$ cat src/rtl/cursor_uart_rx.sv
// Receives the 6-byte cursor packet stream: 8N1 UART deserialiser feeding a sync/version/CRC8 checking parser.
// Optional frame_id continuity checking is built when CURSOR_RX_SEQ_CHECK_EN is defined.
module cursor_uart_rx #(
   parameter int unsigned CLKS_PER_BIT = 217,
   parameter int unsigned TIMEOUT_BITS = 20,
   parameter logic [1:0]  VERSION      = 2'b01
) (
   input  logic       clk,
   input  logic       rst,
   input  logic       rx,
   output logic       valid,
   output logic [1:0] buttons,
   output logic [3:0] safety_flags,
   output logic [7:0] dx,
   output logic [7:0] dy,
   output logic [7:0] frame_id,
   output logic       crc_err,
   output logic       hdr_err,
   output logic       frame_err,
   output logic       timeout_err,
   output logic [7:0] err_count,
   output logic       seq_gap,
   output logic [7:0] drop_count
);

   localparam int unsigned CNT_W    = $clog2(CLKS_PER_BIT);
   localparam int unsigned TO_LIMIT = TIMEOUT_BITS * CLKS_PER_BIT;
   localparam int unsigned TO_W     = $clog2(TO_LIMIT + 1);
   localparam logic [CNT_W-1:0] HALF_M1 = CNT_W'(CLKS_PER_BIT / 2 - 1);
   localparam logic [CNT_W-1:0] FULL_M1 = CNT_W'(CLKS_PER_BIT - 1);
   localparam logic [TO_W-1:0]  TO_M1   = TO_W'(TO_LIMIT - 1);

   typedef enum logic [1:0] {BS_IDLE, BS_START, BS_DATA, BS_STOP} bstate_e;
   typedef enum logic [2:0] {P_HUNT, P_B1, P_B2, P_B3, P_B4, P_B5} pstate_e;

   function automatic logic [7:0] crc8_upd(input logic [7:0] c, input logic [7:0] b);
      logic [7:0] r;
      r = c ^ b;
      for (int i = 0; i < 8; i++) begin
         r = r[7] ? ((r << 1) ^ 8'h07) : (r << 1);
      end
      return r;
   endfunction

   // rx_prev_q is a third stage used only for falling-edge detection
   logic rx_meta_q, rx_s_q, rx_prev_q;
   logic fall_edge;

   always_ff @(posedge clk) begin
      if (rst) begin
         rx_meta_q <= 1'b1;
         rx_s_q    <= 1'b1;
         rx_prev_q <= 1'b1;
      end else begin
         rx_meta_q <= rx;
         rx_s_q    <= rx_meta_q;
         rx_prev_q <= rx_s_q;
      end
   end

   assign fall_edge = rx_prev_q & ~rx_s_q;

   bstate_e          bst_q, bst_d;
   logic [CNT_W-1:0] bcnt_q, bcnt_d;
   logic [2:0]       bidx_q, bidx_d;
   logic [7:0]       shift_q, shift_d;
   logic             byte_done, stop_bad;

   always_comb begin
      bst_d     = bst_q;
      bcnt_d    = bcnt_q;
      bidx_d    = bidx_q;
      shift_d   = shift_q;
      byte_done = 1'b0;
      stop_bad  = 1'b0;
      case (bst_q)
         BS_IDLE: begin
            if (fall_edge) begin
               bst_d  = BS_START;
               bcnt_d = '0;
            end
         end
         BS_START: begin
            if (bcnt_q == HALF_M1) begin
               bcnt_d = '0;
               bidx_d = 3'd0;
               bst_d  = rx_s_q ? BS_IDLE : BS_DATA;
            end else begin
               bcnt_d = bcnt_q + 1'b1;
            end
         end
         BS_DATA: begin
            if (bcnt_q == FULL_M1) begin
               bcnt_d  = '0;
               shift_d = {rx_s_q, shift_q[7:1]};
               if (bidx_q == 3'd7) bst_d = BS_STOP;
               else                bidx_d = bidx_q + 3'd1;
            end else begin
               bcnt_d = bcnt_q + 1'b1;
            end
         end
         BS_STOP: begin
            // back to IDLE at mid-stop so the next start edge is not missed
            if (bcnt_q == FULL_M1) begin
               bcnt_d = '0;
               bst_d  = BS_IDLE;
               if (rx_s_q) byte_done = 1'b1;
               else        stop_bad  = 1'b1;
            end else begin
               bcnt_d = bcnt_q + 1'b1;
            end
         end
         default: bst_d = BS_IDLE;
      endcase
   end

   always_ff @(posedge clk) begin
      if (rst) begin
         bst_q   <= BS_IDLE;
         bcnt_q  <= '0;
         bidx_q  <= 3'd0;
         shift_q <= 8'h00;
      end else begin
         bst_q   <= bst_d;
         bcnt_q  <= bcnt_d;
         bidx_q  <= bidx_d;
         shift_q <= shift_d;
      end
   end

   pstate_e         pst_q, pst_d;
   logic [7:0]      sh_b1_q, sh_b1_d, sh_dx_q, sh_dx_d, sh_dy_q, sh_dy_d, sh_fid_q, sh_fid_d;
   logic [7:0]      crc_q, crc_d, crc_fin;
   logic [TO_W-1:0] idle_q, idle_d;
   logic            timeout_hit, accept, err_any;
   logic            valid_q, valid_d, crc_err_q, crc_err_d, hdr_err_q, hdr_err_d;
   logic            frame_err_q, frame_err_d, timeout_err_q, timeout_err_d;
   logic [1:0]      btn_q, btn_d;
   logic [3:0]      saf_q, saf_d;
   logic [7:0]      dx_q, dx_d, dy_q, dy_d, fid_q, fid_d, err_cnt_q, err_cnt_d;

   assign timeout_hit = (pst_q != P_HUNT) && (bst_q == BS_IDLE) && !fall_edge && (idle_q == TO_M1);
   assign crc_fin     = crc8_upd(crc_q, 8'h00);

   always_comb begin
      if (pst_q == P_HUNT || bst_q != BS_IDLE || fall_edge) idle_d = '0;
      else                                                  idle_d = idle_q + 1'b1;
   end

   always_comb begin
      pst_d         = pst_q;
      sh_b1_d       = sh_b1_q;
      sh_dx_d       = sh_dx_q;
      sh_dy_d       = sh_dy_q;
      sh_fid_d      = sh_fid_q;
      crc_d         = crc_q;
      accept        = 1'b0;
      valid_d       = 1'b0;
      crc_err_d     = 1'b0;
      hdr_err_d     = 1'b0;
      frame_err_d   = 1'b0;
      timeout_err_d = 1'b0;
      btn_d         = btn_q;
      saf_d         = saf_q;
      dx_d          = dx_q;
      dy_d          = dy_q;
      fid_d         = fid_q;
      err_cnt_d     = err_cnt_q;

      if (stop_bad) begin
         frame_err_d = 1'b1;
         pst_d       = P_HUNT;
      end else if (byte_done) begin
         case (pst_q)
            P_HUNT: if (shift_q == 8'hAA) pst_d = P_B1;
            P_B1: begin
               sh_b1_d = shift_q;
               crc_d   = crc8_upd(8'h00, shift_q);
               pst_d   = P_B2;
            end
            P_B2: begin
               sh_dx_d = shift_q;
               crc_d   = crc8_upd(crc_q, shift_q);
               pst_d   = P_B3;
            end
            P_B3: begin
               sh_dy_d = shift_q;
               crc_d   = crc8_upd(crc_q, shift_q);
               pst_d   = P_B4;
            end
            P_B4: begin
               sh_fid_d = shift_q;
               crc_d    = crc8_upd(crc_q, shift_q);
               pst_d    = P_B5;
            end
            P_B5: begin
               pst_d = P_HUNT;
               if (sh_b1_q[7:6] != VERSION) hdr_err_d = 1'b1;
               else if (shift_q != crc_fin) crc_err_d = 1'b1;
               else                         accept    = 1'b1;
            end
            default: pst_d = P_HUNT;
         endcase
      end else if (timeout_hit) begin
         timeout_err_d = 1'b1;
         pst_d         = P_HUNT;
      end

      if (accept) begin
         valid_d = 1'b1;
         btn_d   = sh_b1_q[5:4];
         saf_d   = sh_b1_q[3:0];
         dx_d    = sh_dx_q;
         dy_d    = sh_dy_q;
         fid_d   = sh_fid_q;
      end

      err_any = frame_err_d | hdr_err_d | crc_err_d | timeout_err_d;
      if (err_any && err_cnt_q != 8'hFF) err_cnt_d = err_cnt_q + 8'd1;
   end

   always_ff @(posedge clk) begin
      if (rst) begin
         pst_q         <= P_HUNT;
         sh_b1_q       <= 8'h00;
         sh_dx_q       <= 8'h00;
         sh_dy_q       <= 8'h00;
         sh_fid_q      <= 8'h00;
         crc_q         <= 8'h00;
         idle_q        <= '0;
         valid_q       <= 1'b0;
         crc_err_q     <= 1'b0;
         hdr_err_q     <= 1'b0;
         frame_err_q   <= 1'b0;
         timeout_err_q <= 1'b0;
         btn_q         <= 2'b00;
         saf_q         <= 4'h0;
         dx_q          <= 8'h00;
         dy_q          <= 8'h00;
         fid_q         <= 8'h00;
         err_cnt_q     <= 8'h00;
      end else begin
         pst_q         <= pst_d;
         sh_b1_q       <= sh_b1_d;
         sh_dx_q       <= sh_dx_d;
         sh_dy_q       <= sh_dy_d;
         sh_fid_q      <= sh_fid_d;
         crc_q         <= crc_d;
         idle_q        <= idle_d;
         valid_q       <= valid_d;
         crc_err_q     <= crc_err_d;
         hdr_err_q     <= hdr_err_d;
         frame_err_q   <= frame_err_d;
         timeout_err_q <= timeout_err_d;
         btn_q         <= btn_d;
         saf_q         <= saf_d;
         dx_q          <= dx_d;
         dy_q          <= dy_d;
         fid_q         <= fid_d;
         err_cnt_q     <= err_cnt_d;
      end
   end

   assign valid        = valid_q;
   assign buttons      = btn_q;
   assign safety_flags = saf_q;
   assign dx           = dx_q;
   assign dy           = dy_q;
   assign frame_id     = fid_q;
   assign crc_err      = crc_err_q;
   assign hdr_err      = hdr_err_q;
   assign frame_err    = frame_err_q;
   assign timeout_err  = timeout_err_q;
   assign err_count    = err_cnt_q;

`ifdef CURSOR_RX_SEQ_CHECK_EN
   logic [7:0] prev_fid_q, gap, drop_q;
   logic [8:0] drop_sum;
   logic       have_prev_q, seq_gap_q;

   // a repeated frame_id wraps to a gap of 255
   always_comb begin
      gap      = sh_fid_q - prev_fid_q - 8'd1;
      drop_sum = {1'b0, drop_q} + {1'b0, gap};
   end

   always_ff @(posedge clk) begin
      if (rst) begin
         prev_fid_q  <= 8'h00;
         have_prev_q <= 1'b0;
         seq_gap_q   <= 1'b0;
         drop_q      <= 8'h00;
      end else begin
         seq_gap_q <= 1'b0;
         if (accept) begin
            prev_fid_q  <= sh_fid_q;
            have_prev_q <= 1'b1;
            if (have_prev_q) begin
               seq_gap_q <= (gap != 8'h00);
               drop_q    <= drop_sum[8] ? 8'hFF : drop_sum[7:0];
            end
         end
      end
   end

   assign seq_gap    = seq_gap_q;
   assign drop_count = drop_q;
`else
   assign seq_gap    = 1'b0;
   assign drop_count = 8'h00;
`endif

endmodule

$ cat config.mk
export PLATFORM = sky130hd
export DESIGN_NAME = cursor_uart_rx
export DESIGN_NICKNAME = d
export VERILOG_FILES = /design/src/rtl/cursor_uart_rx.sv
export SDC_FILE = /design/constraint.sdc
export NUM_CORES = 1
export LEC_CHECK = 0
export CAP_MARGIN = 20
export CELL_PAD_IN_SITES_DETAIL_PLACEMENT = 1
export CELL_PAD_IN_SITES_GLOBAL_PLACEMENT = 2
export CORE_MARGIN = 1
export CORE_UTILIZATION = 33
export CTS_BUF_LIST = sky130_fd_sc_hd__clkbuf_8
export DETAILED_ROUTE_END_ITERATION = 10
export PLACE_DENSITY = 0.75
export SYNTH_ARGS = -nofsm -noshare
export SYNTH_HDL_FRONTEND = slang
export SYNTH_SLANG_ARGS = --single-unit
$ cat constraint.sdc
create_clock -name clk -period 2.55 [get_ports clk]
set_clock_uncertainty 0.2 [all_clocks]
set_input_delay 0.255 -clock clk [delete_from_list [all_inputs] [get_ports clk]]
set_output_delay 0.255 -clock clk [all_outputs]
set_load 0.01 [all_outputs]
Word level (Yosys, flattened, before mapping) --
Cells that the tools add are included.
Operators by class: shift operators 0, bitwise gates (word level) 31, divide/modulo/power cells 0, $add $sub $neg 4, reduce and logical (&&, ||, !) cells 27, $mul 0, $lt $le $gt $ge 0, eq/ne operators 23, muxes and demuxes 69
Operators by type and width (number):
- 2-to-1 mux 3 bit | 30
- inverter 3 bit | 24
- 2-to-1 mux 1 bit | 25
- 2-to-1 mux 8 bit | 3
- one-hot mux 8 bit (3 select lines) | 1
- adder 8 x 1 -> 8 bit (second input constant) | 2
- equality test 8 bit (second input constant) | 2
- one-hot mux 8 bit (2 select lines) | 1
- one-hot mux 3 bit (5 select lines) | 1
- AND reduction 3 bit | 5
- adder 13 x 1 -> 13 bit (second input constant) | 1
- equality test 13 bit (second input constant) | 1
- 2-to-1 mux 2 bit | 6
- inequality test 2 bit (second input constant) | 6
- equality test 3 bit (second input constant) | 3
- equality test 8 x 7 -> 1 bit (second input constant) | 1
- inequality test 8 bit | 1
- inequality test 8 bit (second input constant) | 1
- one-hot mux 2 bit (4 select lines) | 1
- nonzero test 2 bit | 4
- bitwise XOR 8 bit | 1
- equality test 3 x 2 -> 1 bit (second input constant) | 2
- one-hot mux 3 bit (2 select lines) | 1
- OR reduction 2 bit | 3
- 19 further kinds | 28
Storage, ports and cells: memory bits (read-only) 0, memories kept 0, RAM bits 0, bits in registers 123, output and inout port bits 52, bits in latches 0, logic and storage cells 179

Longest topological paths before layout --
word-level depth 25, gate-level depth with buffers 11, gate-level depth less buffers 8

Worst setup path after synthesis --
Ideal clock, no wire load.
path type register to register, start register bcnt_q[0], end register err_cnt_q[5] (netlist: err_count[5]), setup time 0.123 ns, arrival 2.304 ns, clock period less this slack 2.628 ns, setup slack -0.078 ns, buffers on the path 1, cell stages (with the launch flop) 10, cells stage by stage dfxtp_1 -> inv_1 -> ha_1 -> nand3b_1 -> or4_4 -> buf_6 -> or3_4 -> or2_0 -> o22ai_1 -> mux2_1
Between the ends: longest elaborated chain between the ends 9, elaborated cells between the ends (all ways) 16, classes of those cells eq/ne (1); mux (11); bitwise (3); reduce/logical (1)
RTL lines:
- from (decl) | line 64 | logic [CNT_W-1:0] bcnt_q, bcnt_d;
- from (signal assigned) | line 125 | bcnt_q <= bcnt_d;
- equality test 8 bit (*) | line 104 | if (bcnt_q == FULL_M1) begin
- 2-to-1 mux 1 bit | line 104
- 2-to-1 mux 1 bit | line 76 | case (bst_q)
- 2-to-1 mux 1 bit | line 173 | end else if (byte_done) begin
- 2-to-1 mux 1 bit | line 170 | if (stop_bad) begin
- OR 1 bit (2 in a row) | line 218 | err_any = frame_err_d | hdr_err_d | crc_err_d | timeout_err_d;
- OR 1 bit (*) | line 218
- logical AND 1 bit (*) | line 219 | if (err_any && err_cnt_q != 8'hFF) err_cnt_d = err_cnt_q + 8'd1;
- to (signal assigned) | line 260 | err_cnt_q <= err_cnt_d;
- to (decl) | line 140 | logic [7:0] dx_q, dx_d, dy_q, dy_d, fid_q, fid_d, err_cnt_q, err_cnt_d;
Mark *: on every way between the ends. The rest lies on a longest branch, timed or not. A chain may end at the register's enable or synchronous reset.

Worst setup path after layout --
start register bcnt_q[0], end register err_cnt_q[7] (netlist: err_count[7])
The elaborated chain is that of the path after synthesis.

==> results.json <==
{
  "status": "finished with violations",
  "failed_checks": "setup timing",
  "rsz0062_at_grt": "true",
  "wl_met2_mm": 7.81,
  "grt_max_degree": 66,
  "critPathCaptureType": "flop",
  "synth.area.top_cells": "dfxtp_1 (42%), mux2i_1 (11%), nor2_1 (7.6%), xnor2_1 (4.7%), nand2_1 (2.4%)",
  "synth-main-ff-cell": "dfxtp_1",
  "wl_per_cell_um": 16.6,
  "p_comb_frac": 0.041,
  "power_frac_seq": 0.484,
  "track_usage": 0.178,
  "routed-via-count": 4691,
  "path_class": "flop to flop",
  "fin_area_mm2": 0.00727,
  "antenna_found_initial": 0,
  "p_int_mw": 3.00,
  "n_fill_cell": 2005,
  "syn_area_mm2": 0.00580,
  "drt_wl_total_mm": 15.9,
  "cp_data_required_time_ns": 2.69,
  "cts-hold-fix-buffers": 0,
  "synth_top_area_share": 0.425,
  "muxShareOfSynthArea": 0.116,
  "multi_input_comb_area_mm2": 0.00310,
  "post_synth_num_cell_types": 59,
  "cts_sinks": 123,
  "synth_top_cell_by_area": "dfxtp_1",
  "wl_met1_mm": 7.57,
  "yosysSeqAreaShare": 0.425,
  "worst_ep_arrival_time_ns": 2.69,
  "dp_hpwl_mm": 10.9,
  "dieArea_mm2": 0.0181,
  "grt_overflow": 0,
  "worst_slack_ns": -0.00636,
  "async_flop_share": 0,
  "cts.reportedPaths.clkPinSlew_ns": 0.08,
  "place_area_mm2": 0.00667,
  "core_mm2": 0.0172,
  "die_width_um": 135,
  "critPathMaxStageDelay_ns": 0.48,
  "cts_root_buffer": "clkbuf_8",
  "synth_compound_area_frac": 0.0772,
  "period_needed_ns": 2.56,
  "clockBufferDepth": 2,
  "antenna_left": 0,
  "synth_most_common_cell": "dfxtp_1",
  "top_layer": "met4",
  "syn_to_final_growth_pct": 25.3,
  "first_iter_violations": 175,
  "powerDensity_mw_per_mm2": 550,
  "synthCells": 644,
  "htree_levels": 4,
  "register_area_mm2": 0.00247,
  "critical_path.max_fanout": 4,
  "cts_tree": "done",
  "dr.pass1.iters": 4,
  "drive_gt1_frac": 0.158,
  "grt_pass1_vias": 4776,
  "synth_xor_area_frac": 0.0919,
  "ys_ff_latch": 123,
  "timing.fmax_mhz": 391,
  "max-cap-violations": 0,
  "start_util": 0.336,
  "hold_violations": 0,
  "place_congestion": 0.793,
  "path_cells": "inv_2, ha_4, nand3b_1, or4_4, or3_4, or2_0, o22ai_1, mux2_1",
  "nNetsFinal": 729,
  "hold_class": "primary input to flop",
  "clkLatencyLatePin_ns": 0.45,
  "synth_common_cells": "dfxtp_1 (123), nor2_1 (118), mux2i_1 (64), nand2_1 (37), xnor2_1 (31)",
  "ir_drop_mv": 0.338,
  "fp.dieH_um": 135,
  "setup_viol": 1,
  "buffer_ports.inserted": 45,
  "reg2reg_from": "bcnt_q[0]$_SDFFE_PP0P_",
  "route.met3.wl_um": 389,
  "vias_per_cell": 4.91,
  "avgSynthCellArea_um2": 9.01,
  "std_cell_rows": 48,
  "min_period_over_period": 1.00,
  "drc": 0,
  "synth_fa_ha_area_frac": 0.0194,
  "yosys_warnings": 0,
  "slew_headroom": 0.414,
  "p_sw_frac": 0.249,
  "synth_top_family_by_area": "simple AND/OR/NAND/NOR gates",
  "tightest_slew_ns": 0.874,
  "crit_path_start": "bcnt_q[0]$_SDFFE_PP0P_",
  "worstHoldStart": "rst",
  "total_power_mw": 4.00,
  "cp-start-kind": "flop",
  "grt_pass1_wl_mm": 24.8,
  "clock_power_share": 0.475,
  "synth-edff-count": 0,
  "critPathSlowestCell": "or4_4",
  "num_io_pins": 55,
  "cts_buffers": 17,
  "p_switching_mw": 0.996,
  "p_leak_nw": 2.66,
  "synthSimpleGateAreaFrac": 0.214,
  "drv_slew": 0,
  "n_antenna_cell": 0
}
[worst max-delay path, delay by kind of cell (launching register included)]
family | cells | cell delay (ns)
adders and majority gates | 1 | 0.13
buffers and inverters | 1 | 0.06
AOI/OAI and AO/OA | 1 | 0.14
muxes | 1 | 0.33
and+or+nand+nor | 4 | 1.25
DFF | 1 | 0.33
[path summary, 6_finish.rpt]
check | end | slack, ns | cells after the start
worst max register to register | err_count[7]$_SDFFE_PP0P_ | -0.006 | 8
worst min-delay path | bcnt_q[0]$_SDFFE_PP0P_ | 0.13 | 2
worst max-delay path | err_count[7]$_SDFFE_PP0P_ | -0.006 | 8
worst min register to register | rx_s_q$_SDFF_PP1_ | 0.22 | 1
[per-layer routing]
layer,vias up,global-route usage
met5,-,0
met4,0,0.0493
met3,11,0.0413
met2,46,0.304
met1,2309,0.223
li1,2325,-
[cell families (layout without fill, tap and decap cells)]
kind of cell	Yosys count	in the layout
and+or+nand+nor	258	258
muxes	67	67
adders and majority gates	9	9
AOI/OAI and AO/OA	69	69
other	1	9
xor gates and xnor gates	52	52
DFF	123	123
buffers and inverters	65	143
[layout by cell type (no fill, tap or decap), types with 4 or more instances in the layout]
cell,instances
or2_2,5
and3_1,6
xnor2_1,30
buf_4,46
dfxtp_1,119
or3_1,4
nor2_1,117
clkbuf_8,18
inv_1,10
o22ai_1,4
a21oi_1,27
mux2i_1,63
nor3b_1,4
nand2_1,37
nand4_1,9
ha_1,8
nor3_1,11
o21ai_0,11
nand2b_1,6
a31oi_1,4
xnor3_1,4
a211oi_1,5
nand3_1,25
xor2_1,15
nor2b_1,7
clkdlybuf4s50_1,44
inv_6,4
conb_1,9
[power by group through the flow]
stage / clock network (mW) / logic [mW] / registers (mW)
6_report: 1.90 / 0.163 / 1.93
5_1_grt: 2.04 / 0.178 / 1.94
4_1_cts: 1.96 / 0.163 / 1.93
3_5_place_dp: 0 / 0.157 / 1.98
3_3_place_gp: 0 / 0.153 / 1.98
2_1_floorplan: 0 / 0.110 / 1.98
[stage by stage]
stage | setup TNS, ns | setup slack [ns] | util | std cells | hold slack, ns
after floorplan | 0 | 0.0548 | - | 652 | 0.159
after global placement | -0.260 | -0.0975 | 0.387 | 916 | 0.204
after detailed placement | -1.18 | -0.0568 | 0.387 | 916 | 0.212
after CTS | -0.0230 | -0.0183 | 0.415 | 950 | 0.113
after global routing | -1.22 | -0.102 | 0.422 | 955 | 0.140
final | -0.00636 | -0.00636 | 0.422 | 955 | 0.129
[sequential cells by signal, indices dropped and copies added, names as in the netlist, 2 cells and up, named ones only]
register / cells
bcnt_q: 8
bidx_q: 3
buttons: 2
crc_q: 8
dx: 8
dy: 8
err_count: 8
frame_id: 8
idle_q: 13
pst_q: 3
safety_flags: 4
sh_b1_q: 8
sh_dx_q: 8
sh_dy_q: 8
sh_fid_q: 8
shift_q: 8
[cell type report]
type | count | area share
inverter | 13 | 0.00672
multi-input combinational | 464 | 0.427
clock inverter | 14 | 0.0251
timing repair buffer | 98 | 0.128
clock buffer | 18 | 0.0341
tap | 225 | 0.0387
sequential | 123 | 0.340
[what timing repair did]
item,CTS,global route
pin swaps,3,0
hold endpoints to repair,0,0
endpoints found under the setup margin,35,41
resized for setup,10,10
setup buffers,1,3
gates cloned,1,3
Note: power is estimated with default switching activity, not from simulation.
